**src/rtl/jtag_cmd_ctrl.sv**
```systemverilog
`default_nettype none
// ============================================================================
//  Module   : jtag_cmd_ctrl
//  Purpose  : Executes debug commands delivered from the JTAG side. Each
//             command updates the address/byte-enable registers, or runs
//             a single-word DMA write/read through the shared buffer. Every
//             command produces exactly one response pulse.
//  Revision : 1.0 - initial release
//
//  Ports
//    clock, reset      system clock; synchronous active-low reset
//    cmd_*             command word in (valid/opcode/data), cmd_ready out
//    rsp_*             response pulse, payload and status out
//    dma_*             transfer request pulses, address, byte enables;
//                      dma_switch_ready in (DMA idle/finished)
//    buf_*             shared one-word buffer port (address fixed at 0)
//
//  Configuration
//    JTAG_CMD_CTRL_TIMEOUT_EN  when defined, each DMA wait phase aborts
//                              after TIMEOUT_CYCLES cycles with status 1.
// ============================================================================
module jtag_cmd_ctrl #(
    parameter int TIMEOUT_CYCLES = 255
) (
    input  logic        clock,
    input  logic        reset,
    input  logic        cmd_valid,
    input  logic [7:0]  cmd_opcode,
    input  logic [31:0] cmd_data,
    output logic        cmd_ready,
    output logic        rsp_valid,
    output logic [31:0] rsp_data,
    output logic [1:0]  rsp_status,
    output logic        dma_dataReady,
    output logic        dma_readReady,
    output logic [3:0]  dma_byteEnable,
    output logic [31:0] dma_address,
    input  logic        dma_switch_ready,
    output logic [8:0]  buf_address,
    output logic [31:0] buf_dataIn,
    output logic        buf_writeEnable,
    input  logic [31:0] buf_dataOut
);

    localparam logic [7:0] c_OP_SET_ADDR = 8'h01;
    localparam logic [7:0] c_OP_SET_BE   = 8'h02;
    localparam logic [7:0] c_OP_WRITE    = 8'h03;
    localparam logic [7:0] c_OP_READ     = 8'h04;

    localparam logic [1:0] c_ST_OK      = 2'd0;
    localparam logic [1:0] c_ST_TIMEOUT = 2'd1;
    localparam logic [1:0] c_ST_BAD_OP  = 2'd2;

    // Out-of-range timeout values are rejected at elaboration.
    if (TIMEOUT_CYCLES < 1 || TIMEOUT_CYCLES > 255) begin : g_timeout_range_check
        $error("jtag_cmd_ctrl: TIMEOUT_CYCLES must be 1..255");
    end

    typedef enum logic [2:0] {
        S_IDLE       = 3'd0,
        S_WR_BUF     = 3'd1,
        S_ISSUE_WR   = 3'd2,
        S_ISSUE_RD   = 3'd3,
        S_WAIT_START = 3'd4,
        S_WAIT_DONE  = 3'd5,
        S_RD_BUF     = 3'd6,
        S_RESP       = 3'd7
    } state_t;

    state_t      r_state;
    logic [31:0] r_addr;
    logic [3:0]  r_be;
    logic        r_is_read;
    logic        r_rsp_valid;
    logic [31:0] r_rsp_data;
    logic [1:0]  r_rsp_status;
    logic        r_dma_wr;
    logic        r_dma_rd;
    logic        r_buf_we;
    logic [31:0] r_buf_din;
`ifdef JTAG_CMD_CTRL_TIMEOUT_EN
    localparam logic [7:0] c_TIMEOUT_LAST = 8'(TIMEOUT_CYCLES - 1);
    logic [7:0]  r_wait_cnt;
`endif

    assign cmd_ready       = (r_state == S_IDLE);
    assign rsp_valid       = r_rsp_valid;
    assign rsp_data        = r_rsp_data;
    assign rsp_status      = r_rsp_status;
    assign dma_dataReady   = r_dma_wr;
    assign dma_readReady   = r_dma_rd;
    assign dma_byteEnable  = r_be;
    assign dma_address     = r_addr;
    assign buf_address     = 9'd0;
    assign buf_dataIn      = r_buf_din;
    assign buf_writeEnable = r_buf_we;

    always_ff @(posedge clock) begin
        if (!reset) begin
            r_state      <= S_IDLE;
            r_addr       <= 32'd0;
            r_be         <= 4'd0;
            r_is_read    <= 1'b0;
            r_rsp_valid  <= 1'b0;
            r_rsp_data   <= 32'd0;
            r_rsp_status <= c_ST_OK;
            r_dma_wr     <= 1'b0;
            r_dma_rd     <= 1'b0;
            r_buf_we     <= 1'b0;
            r_buf_din    <= 32'd0;
`ifdef JTAG_CMD_CTRL_TIMEOUT_EN
            r_wait_cnt   <= 8'd0;
`endif
        end else begin
            // Single-cycle strobes default low.
            r_rsp_valid <= 1'b0;
            r_buf_we    <= 1'b0;

            case (r_state)
                S_IDLE: begin
                    if (cmd_valid) begin
                        case (cmd_opcode)
                            c_OP_SET_ADDR: begin
                                r_addr       <= cmd_data;
                                r_rsp_valid  <= 1'b1;
                                r_rsp_data   <= cmd_data;
                                r_rsp_status <= c_ST_OK;
                                r_state      <= S_RESP;
                            end
                            c_OP_SET_BE: begin
                                r_be         <= cmd_data[3:0];
                                r_rsp_valid  <= 1'b1;
                                r_rsp_data   <= {28'h0, cmd_data[3:0]};
                                r_rsp_status <= c_ST_OK;
                                r_state      <= S_RESP;
                            end
                            c_OP_WRITE: begin
                                r_is_read <= 1'b0;
                                r_buf_we  <= 1'b1;
                                r_buf_din <= cmd_data;
                                r_state   <= S_WR_BUF;
                            end
                            c_OP_READ: begin
                                r_is_read <= 1'b1;
                                r_state   <= S_ISSUE_RD;
                            end
                            default: begin
                                r_rsp_valid  <= 1'b1;
                                r_rsp_data   <= 32'd0;
                                r_rsp_status <= c_ST_BAD_OP;
                                r_state      <= S_RESP;
                            end
                        endcase
                    end
                end

                // Buffer write strobe is high for this one cycle.
                S_WR_BUF: r_state <= S_ISSUE_WR;

                // The request pulse is raised while still in the ISSUE state,
                // so the DMA never sees a request outside ISSUE_WR/ISSUE_RD.
                S_ISSUE_WR: begin
                    if (r_dma_wr) begin
                        r_dma_wr <= 1'b0;
                        r_state  <= S_WAIT_START;
`ifdef JTAG_CMD_CTRL_TIMEOUT_EN
                        r_wait_cnt <= 8'd0;
`endif
                    end else if (dma_switch_ready) begin
                        r_dma_wr <= 1'b1;
                    end
                end

                S_ISSUE_RD: begin
                    if (r_dma_rd) begin
                        r_dma_rd <= 1'b0;
                        r_state  <= S_WAIT_START;
`ifdef JTAG_CMD_CTRL_TIMEOUT_EN
                        r_wait_cnt <= 8'd0;
`endif
                    end else if (dma_switch_ready) begin
                        r_dma_rd <= 1'b1;
                    end
                end

                // DMA acknowledges the request by dropping switch_ready.
                S_WAIT_START: begin
                    if (!dma_switch_ready) begin
                        r_state <= S_WAIT_DONE;
`ifdef JTAG_CMD_CTRL_TIMEOUT_EN
                        r_wait_cnt <= 8'd0;
                    end else if (r_wait_cnt == c_TIMEOUT_LAST) begin
                        r_rsp_valid  <= 1'b1;
                        r_rsp_data   <= {28'h0, r_be};
                        r_rsp_status <= c_ST_TIMEOUT;
                        r_state      <= S_RESP;
                    end else begin
                        r_wait_cnt <= r_wait_cnt + 8'd1;
`endif
                    end
                end

                S_WAIT_DONE: begin
                    if (dma_switch_ready) begin
                        if (r_is_read) begin
                            r_state <= S_RD_BUF;
                        end else begin
                            r_rsp_valid  <= 1'b1;
                            r_rsp_data   <= 32'd0;
                            r_rsp_status <= c_ST_OK;
                            r_state      <= S_RESP;
                        end
`ifdef JTAG_CMD_CTRL_TIMEOUT_EN
                    end else if (r_wait_cnt == c_TIMEOUT_LAST) begin
                        r_rsp_valid  <= 1'b1;
                        r_rsp_data   <= {28'h0, r_be};
                        r_rsp_status <= c_ST_TIMEOUT;
                        r_state      <= S_RESP;
                    end else begin
                        r_wait_cnt <= r_wait_cnt + 8'd1;
`endif
                    end
                end

                // Buffer address is fixed, so the word is valid by the end
                // of this cycle.
                S_RD_BUF: begin
                    r_rsp_valid  <= 1'b1;
                    r_rsp_data   <= buf_dataOut;
                    r_rsp_status <= c_ST_OK;
                    r_state      <= S_RESP;
                end

                S_RESP:  r_state <= S_IDLE;

                default: r_state <= S_IDLE;
            endcase
        end
    end

endmodule
`default_nettype wire
```
**config.mk**
```make
export PLATFORM = sky130hd
export DESIGN_NAME = jtag_cmd_ctrl
export DESIGN_NICKNAME = d
export VERILOG_FILES = /design/src/rtl/jtag_cmd_ctrl.sv
export SDC_FILE = /design/constraint.sdc
export NUM_CORES = 1
export LEC_CHECK = 0
export BUFFER_PORTS_ARGS = -buffer_cell sky130_fd_sc_hd__buf_2
export CAP_MARGIN = 0
export CORE_MARGIN = 2
export CORE_UTILIZATION = 50
export CTS_BUF_LIST = sky130_fd_sc_hd__clkbuf_16
export DETAILED_ROUTE_END_ITERATION = 8
export GPL_ROUTABILITY_DRIVEN = 0
export PLACE_DENSITY_LB_ADDON = 0.2
export SYNTH_ARGS = -nofsm -noshare
export SYNTH_HDL_FRONTEND = slang
export SYNTH_SLANG_ARGS = --single-unit
```
**constraint.sdc**
```tcl
create_clock -name clock -period 6.04 [get_ports clock]
set_input_delay 0.302 -clock clock [delete_from_list [all_inputs] [get_ports clock]]
set_output_delay 0.302 -clock clock [all_outputs]
set_load 0.01 [all_outputs]
```
==> results of run 1 <==
-- cells by family (layout without fill, tap and decap cells) --
kind of cell,count (synthesis),count (layout),share of synthesized area
AOI/OAI and AO/OA,157,157,0.245
xor gates and xnor gates,2,2,0.00369
buffers and inverters,62,207,0.0662
DFF,109,109,0.460
muxes,6,6,0.0129
other,1,10,0.000791
and+or+nand+nor,231,231,0.211
-- worst paths after layout --
kind,cells after the start,start,end,slack [ns]
max,4,r_state[0],rsp_data[9],3.00
max reg2reg,4,r_state[0],rsp_data[9],3.00
min,3,buf_dataOut[10],rsp_data[10],0.22
min reg2reg,2,buf_dataIn[23],buf_dataIn[23],0.45
-- sequential cells by signal, indices dropped and copies added (netlist names) --
| register | count |
|---|---|
| r_is_read | 1 |
| rsp_data | 32 |
| dma_dataReady | 1 |
| buf_dataIn | 32 |
| rsp_status | 1 |
| buf_writeEnable | 1 |
| dma_readReady | 1 |
| dma_byteEnable | 4 |
| rsp_valid | 1 |
| r_state | 3 |
| dma_address | 32 |
-- worst max-delay path, cell delays in order (launching register included) --
cell      delay [ns]
dfxtp_1         0.68
nor4bb_1        0.27
a211o_1         1.00
and2_4          0.71
a311oi_2        0.19
-- routing by layer --
| metal | global-route usage | vias up | share of wire |
|---|---|---|---|
| met5 | 0 | - | 0 |
| li1 | - | 2239 | - |
| met1 | 0.325 | 2188 | 0.42 |
| met3 | 0.0690 | 24 | 0.078 |
| met4 | 0.0936 | 0 | 0.022 |
| met2 | 0.433 | 174 | 0.48 |
-- cell usage in the layout (no fill, tap or decap), types with 5 or more instances in the layout --
master     netlist  final
dfxtp_1        109    109
nor2_1           7      7
o21ai_0          5      5
mux2i_1          5      5
clkbuf_16        0      9
conb_1           1     10
a21oi_1        102    102
nand2_1        189    189
a311oi_2        26     26
buf_4           10      6
buf_2           11    181
-- power breakdown --
| group | switching (W) | internal [W] |
|---|---|---|
| registers | 0.0000854 | 0.000829 |
| clock network | 0.000271 | 0.000282 |
| logic | 0.000404 | 0.000277 |
-- final cells by class --
type / count / area (sq um)
inverter: 4 / 17.5
clock buffer: 9 / 225
fill: 826 / 3370
multi-input combinational: 406 / 2280
clock inverter: 7 / 50.0
tap: 129 / 161
sequential: 109 / 2180
timing repair buffer: 187 / 951
-- metrics by stage --
step,utilization,hold slack [ns],instance area [sq um],instances
final,0.635,0.222,5870,851
after global routing,0.635,0.222,5870,851
after detailed placement,0.605,0.440,5590,835
after global placement,0.605,0.435,5590,835
after floorplan,-,0.419,4780,577
after CTS,0.635,0.215,5870,851
==> out/results.ini, run 1 <==
[status]
status=completed

[floorplanning]
rows=35
dieArea_sq_um=10300
ios=192
start_util=0.513
core_area_sq_um=9240
fp.dieH_microns=101
die_w_microns=101

[critical_path]
crit_type=flip-flop to flip-flop
required_ns=6.20
cp_max_fo=36
critPathCaptureType=flip-flop
cp-start-kind=flip-flop
arrival_ns=3.21

[sta]
drv_slew=0
rsz0062_at_grt=no
clock.fmax_ghz=0.329
report.final.hold_viol_count=0
setup_tns_ns=0
setup_slack_ns=3.00
period_needed_ns=3.04
fin_crit_sh=0.504
worst_pin_slew_ns=1.25
slew_headroom=0.167
setup_viol=0
skew_ns=0.00785

[place]
hpwl_microns=8970
io_buffers=181
preCtsSetupSlack_ns=3.04

[clock_tree]
clock-sinks=109
cts_buffers=9
path_clk_slew_ns=0.07
cts_tree=done
insertion_delay_ns=0.34
postCtsResizedCells=0
hold_buffers=0
cts.path.max_buffers=2
root_buffer=clkbuf_16
cts_htree_levels=3
cts_setup_buffers=0

[pwr]
peakVddDrop_mv=0.204
powerDensity_nw_per_um2=366
p_total_w=0.00215
p_leak_nw=2.41

[finish]
diodes=0
drive_above_1_share=0.334
nets=793
area_growth_pct=23.7

[synthesis]
synth-edff-count=0
synth_top_cell_area_share=0.460
synth_area_leaders=dfxtp_1 46%, nand2_1 15%, a21oi_1 11%, a311oi_2 8.2%, clkbuf_1 2.4%
ys.flop_type=dfxtp_1
syn-instance-count=568
ys_seq_elements=109
synth.most_common_cell=nand2_1
synth_cell_types=53
syn_avg_cell_area_sq_um=8.35
async_reset_ff_frac=0
synth_top_cells_by_count=189 x nand2_1, 109 x dfxtp_1, 102 x a21oi_1
synth.cell_area_sq_um=4740
ys_warn_count=0
ys_seq_area_frac=0.460
synth.largest_area_cell=dfxtp_1

[detailed_routing]
routed_via_density=5.43
wirelength_microns=13700
drt-initial-drc-count=166
vias=4625
drt_pre_antenna_iters=4
drcViolationCount=0
wire_per_inst_microns=16.0
ant_nets=0

[global_routing]
grt_pass1_wl_microns=21200
grt_pass1_vias=4400
grt-ovfl-total=0
antenna_found_initial=0
grt_use_total=0.260
grt_max_degree=106

[hold_path]
min_path_type=primary input to flip-flop

[run]
drv_cap=0

(Power assumes the default switching activity.)
==> run 2, diff against run 1 <==
- ABC_AREA: default -> 1
- CORE_UTILIZATION: 50 -> 44
- clock period: 6.04 -> 2.7 ns (I/O delays scaled with it)
==> run 2 against run 1 <==
  * Clock skew increased by 0.0011 ns
  * First-iteration DRC count increased by 84%
  * Design area increased by 1.2%
  * Cell count increased by 16%
  * Sequential share of layout area decreased by 0.45 points
  * Sequential cell count unchanged
  * Hold slack got worse by 0.16 ns
  * Combinational power increased by 130%
==> out/results.ini, run 2 <==
[synthesis]
synth.largest_area_cell=dfxtp_1
synth.cell_area_sq_um=4740  ; about the same
ys.flop_type=dfxtp_1
async_reset_ff_frac=0  ; unchanged
syn-instance-count=685  ; +21%
synth_area_leaders=dfxtp_1 46%, nor2_1 16%, nand2_1 12%, o21ai_0 7.0%, nand3b_1 5.2%
synth-edff-count=0  ; unchanged
ys_seq_elements=109  ; unchanged
synth_top_cell_area_share=0.460  ; about the same
synth.most_common_cell=nor2_1
ys_warn_count=0  ; unchanged
synth_cell_types=26  ; -51%
ys_seq_area_frac=0.460  ; about the same
syn_avg_cell_area_sq_um=6.93  ; -17%
synth_top_cells_by_count=197 x nor2_1, 157 x nand2_1, 109 x dfxtp_1

[finish]
area_growth_pct=25.2
fill_cells=1060  ; +28%
drive_above_1_share=0.255  ; -0.0785
diodes=0  ; unchanged
most-common-layout-cells=197 x nor2_1, 181 x buf_2, 157 x nand2_1
nets=921  ; +16%
layout_commonest_cell=nor2_1

[hold_path]
hold_path_end=buf_dataIn[31]
hp-start=cmd_data[31]
min_path_type=primary input to flip-flop
min_path_cells=3  ; unchanged

[clock_tree]
cts_tree=done
root_buffer=clkbuf_16
postCtsResizedCells=0  ; unchanged
clock-sinks=109  ; unchanged
insertion_delay_ns=0.34  ; about the same
cts_htree_levels=3  ; unchanged
cts.path.max_buffers=2  ; unchanged
path_clk_slew_ns=0.08  ; about the same
hold_buffers=0  ; unchanged
cts_setup_buffers=0  ; unchanged
cts_buffers=9  ; unchanged

[sta]
setup_tns_ns=0  ; unchanged
setup_viol=0  ; unchanged
slew_headroom=0.462  ; +0.296
report.final.hold_viol_count=0  ; unchanged
skew_ns=0.00898  ; +0.00113 ns
setup_slack_ns=0.683  ; -2.31 ns
period_needed_ns=2.02  ; -1.03 ns
drv_slew=0  ; unchanged
hold_ws_ns=0.0671  ; -0.155 ns
clock.fmax_ghz=0.496  ; +51%
rsz0062_at_grt=no
fin_crit_sh=0.747  ; +0.243
worst_pin_slew_ns=0.807  ; -0.443 ns

[floorplanning]
start_util=0.455  ; -0.0578
rows=37  ; +5.7%
core_area_sq_um=10400  ; +13%
dieArea_sq_um=11600  ; +13%
die_w_microns=108  ; +6.4%
ios=192  ; unchanged
fp.dieH_microns=108  ; +6.4%

[global_routing]
grt_pass1_vias=4561  ; +3.7%
met1_usage=0.352  ; +0.0272
met2_usage=0.376  ; -0.0565
grt_pass1_wl_microns=22800  ; +7.5%
antenna_found_initial=0  ; unchanged
grt_max_degree=53  ; -50%
top_usage_layer=met2
gr-usage-met3=0.0484  ; -0.0206
grt_use_total=0.248  ; -0.0123
grt-ovfl-total=0  ; unchanged

[critical_path]
required_ns=2.94  ; -3.26 ns
r2r_setup_slack_ns=0.68  ; -2.31 ns
r2r_start=r_state[0]
r2r_end=dma_address[20]
cp_max_fo=28  ; -22%
critPathCaptureType=flip-flop
reg2reg_depth=8  ; +4
arrival_ns=2.26  ; -0.95 ns
cp-start-kind=flip-flop
crit_type=flip-flop to flip-flop

[place]
preCtsSetupSlack_ns=0.675  ; -2.36 ns
hpwl_microns=10400  ; +16%
io_buffers=181  ; unchanged

[detailed_routing]
wire_per_inst_microns=14.5  ; -9.8%
drcViolationCount=0  ; unchanged
routed_via_density=4.85  ; -11%
drt-initial-drc-count=305  ; +84%
wirelength_microns=14300  ; +4.6%
ant_nets=0  ; unchanged
drt_pre_antenna_iters=5  ; +1
vias=4778  ; +3.3%

[pwr]
peakVddDrop_mv=0.468  ; +130%
p_leak_nw=3.27  ; +36%
powerDensity_nw_per_um2=820  ; +120%

[status]
status=completed

[run]
drv_cap=0  ; unchanged

run 2: metal layers:
layer / routed length, microns / vias to the layer above
met5: 0 / -
met4: 274 / 0
met3: 996 / 24
met2: 6390 / 168
met1: 6620 / 2131
li1: - / 2455
run 2: worst max-delay path by stage:
stage / start / endpoint / slack, ns / cells after the start
floorplan: r_state[0] / dma_address[10] / 1.20 / 10
global placement: r_state[0] / dma_address[9] / 0.80 / 8
detailed placement: r_state[0] / dma_address[15] / 0.68 / 8
CTS: r_state[0] / dma_address[29] / 0.67 / 8
global route: r_state[0] / dma_address[15] / 0.46 / 8
finish: r_state[0] / dma_address[20] / 0.68 / 8
run 2: cell type report:
type | instances | area [sq um] | share of cell area
multi-input combinational | 511 | 2240 | 0.377
sequential | 109 | 2180 | 0.367
tap | 136 | 170 | 0.0286
inverter | 26 | 97.6 | 0.0164
clock inverter | 7 | 67.6 | 0.0114
clock buffer | 9 | 225 | 0.0379
timing repair buffer | 188 | 958 | 0.161
run 2: stage by stage:
step | util | cell area, sq um | cells | power, W
final | 0.570 | 5940 | 986 | 0.00487
after global routing | 0.570 | 5940 | 986 | 0.00523
after CTS | 0.570 | 5940 | 986 | 0.00489
after detailed placement | 0.542 | 5650 | 970 | 0.00360
after global placement | 0.542 | 5650 | 970 | 0.00358
after floorplan | - | 4780 | 694 | 0.00313
run 2: worst max-delay path: stages (launching register included):
cell,delay [ns]
dfxtp_1,0.39
inv_2,0.13
nand2_1,0.10
nor2_4,0.17
nand2_4,0.10
nor2_4,0.42
inv_2,0.35
nor2_1,0.19
nor2_1,0.07
run 2: logic make-up after synthesis:
family / share of synthesized area
simple gates: 0.369
flops: 0.460
compound gates: 0.0947
buf+inv: 0.0754
other cells: 0.000790
run 2: report_power, final:
group / switching (W) / internal (W) / total, W / leakage [nW]
Clock: 0.000643 / 0.000650 / 0.00129 / 0.145
Combinational: 0.000956 / 0.000634 / 0.00159 / 2.25
Sequential: 0.000138 / 0.00185 / 0.00199 / 0.883
Total: 0.00174 / 0.00313 / 0.00487 / 3.27
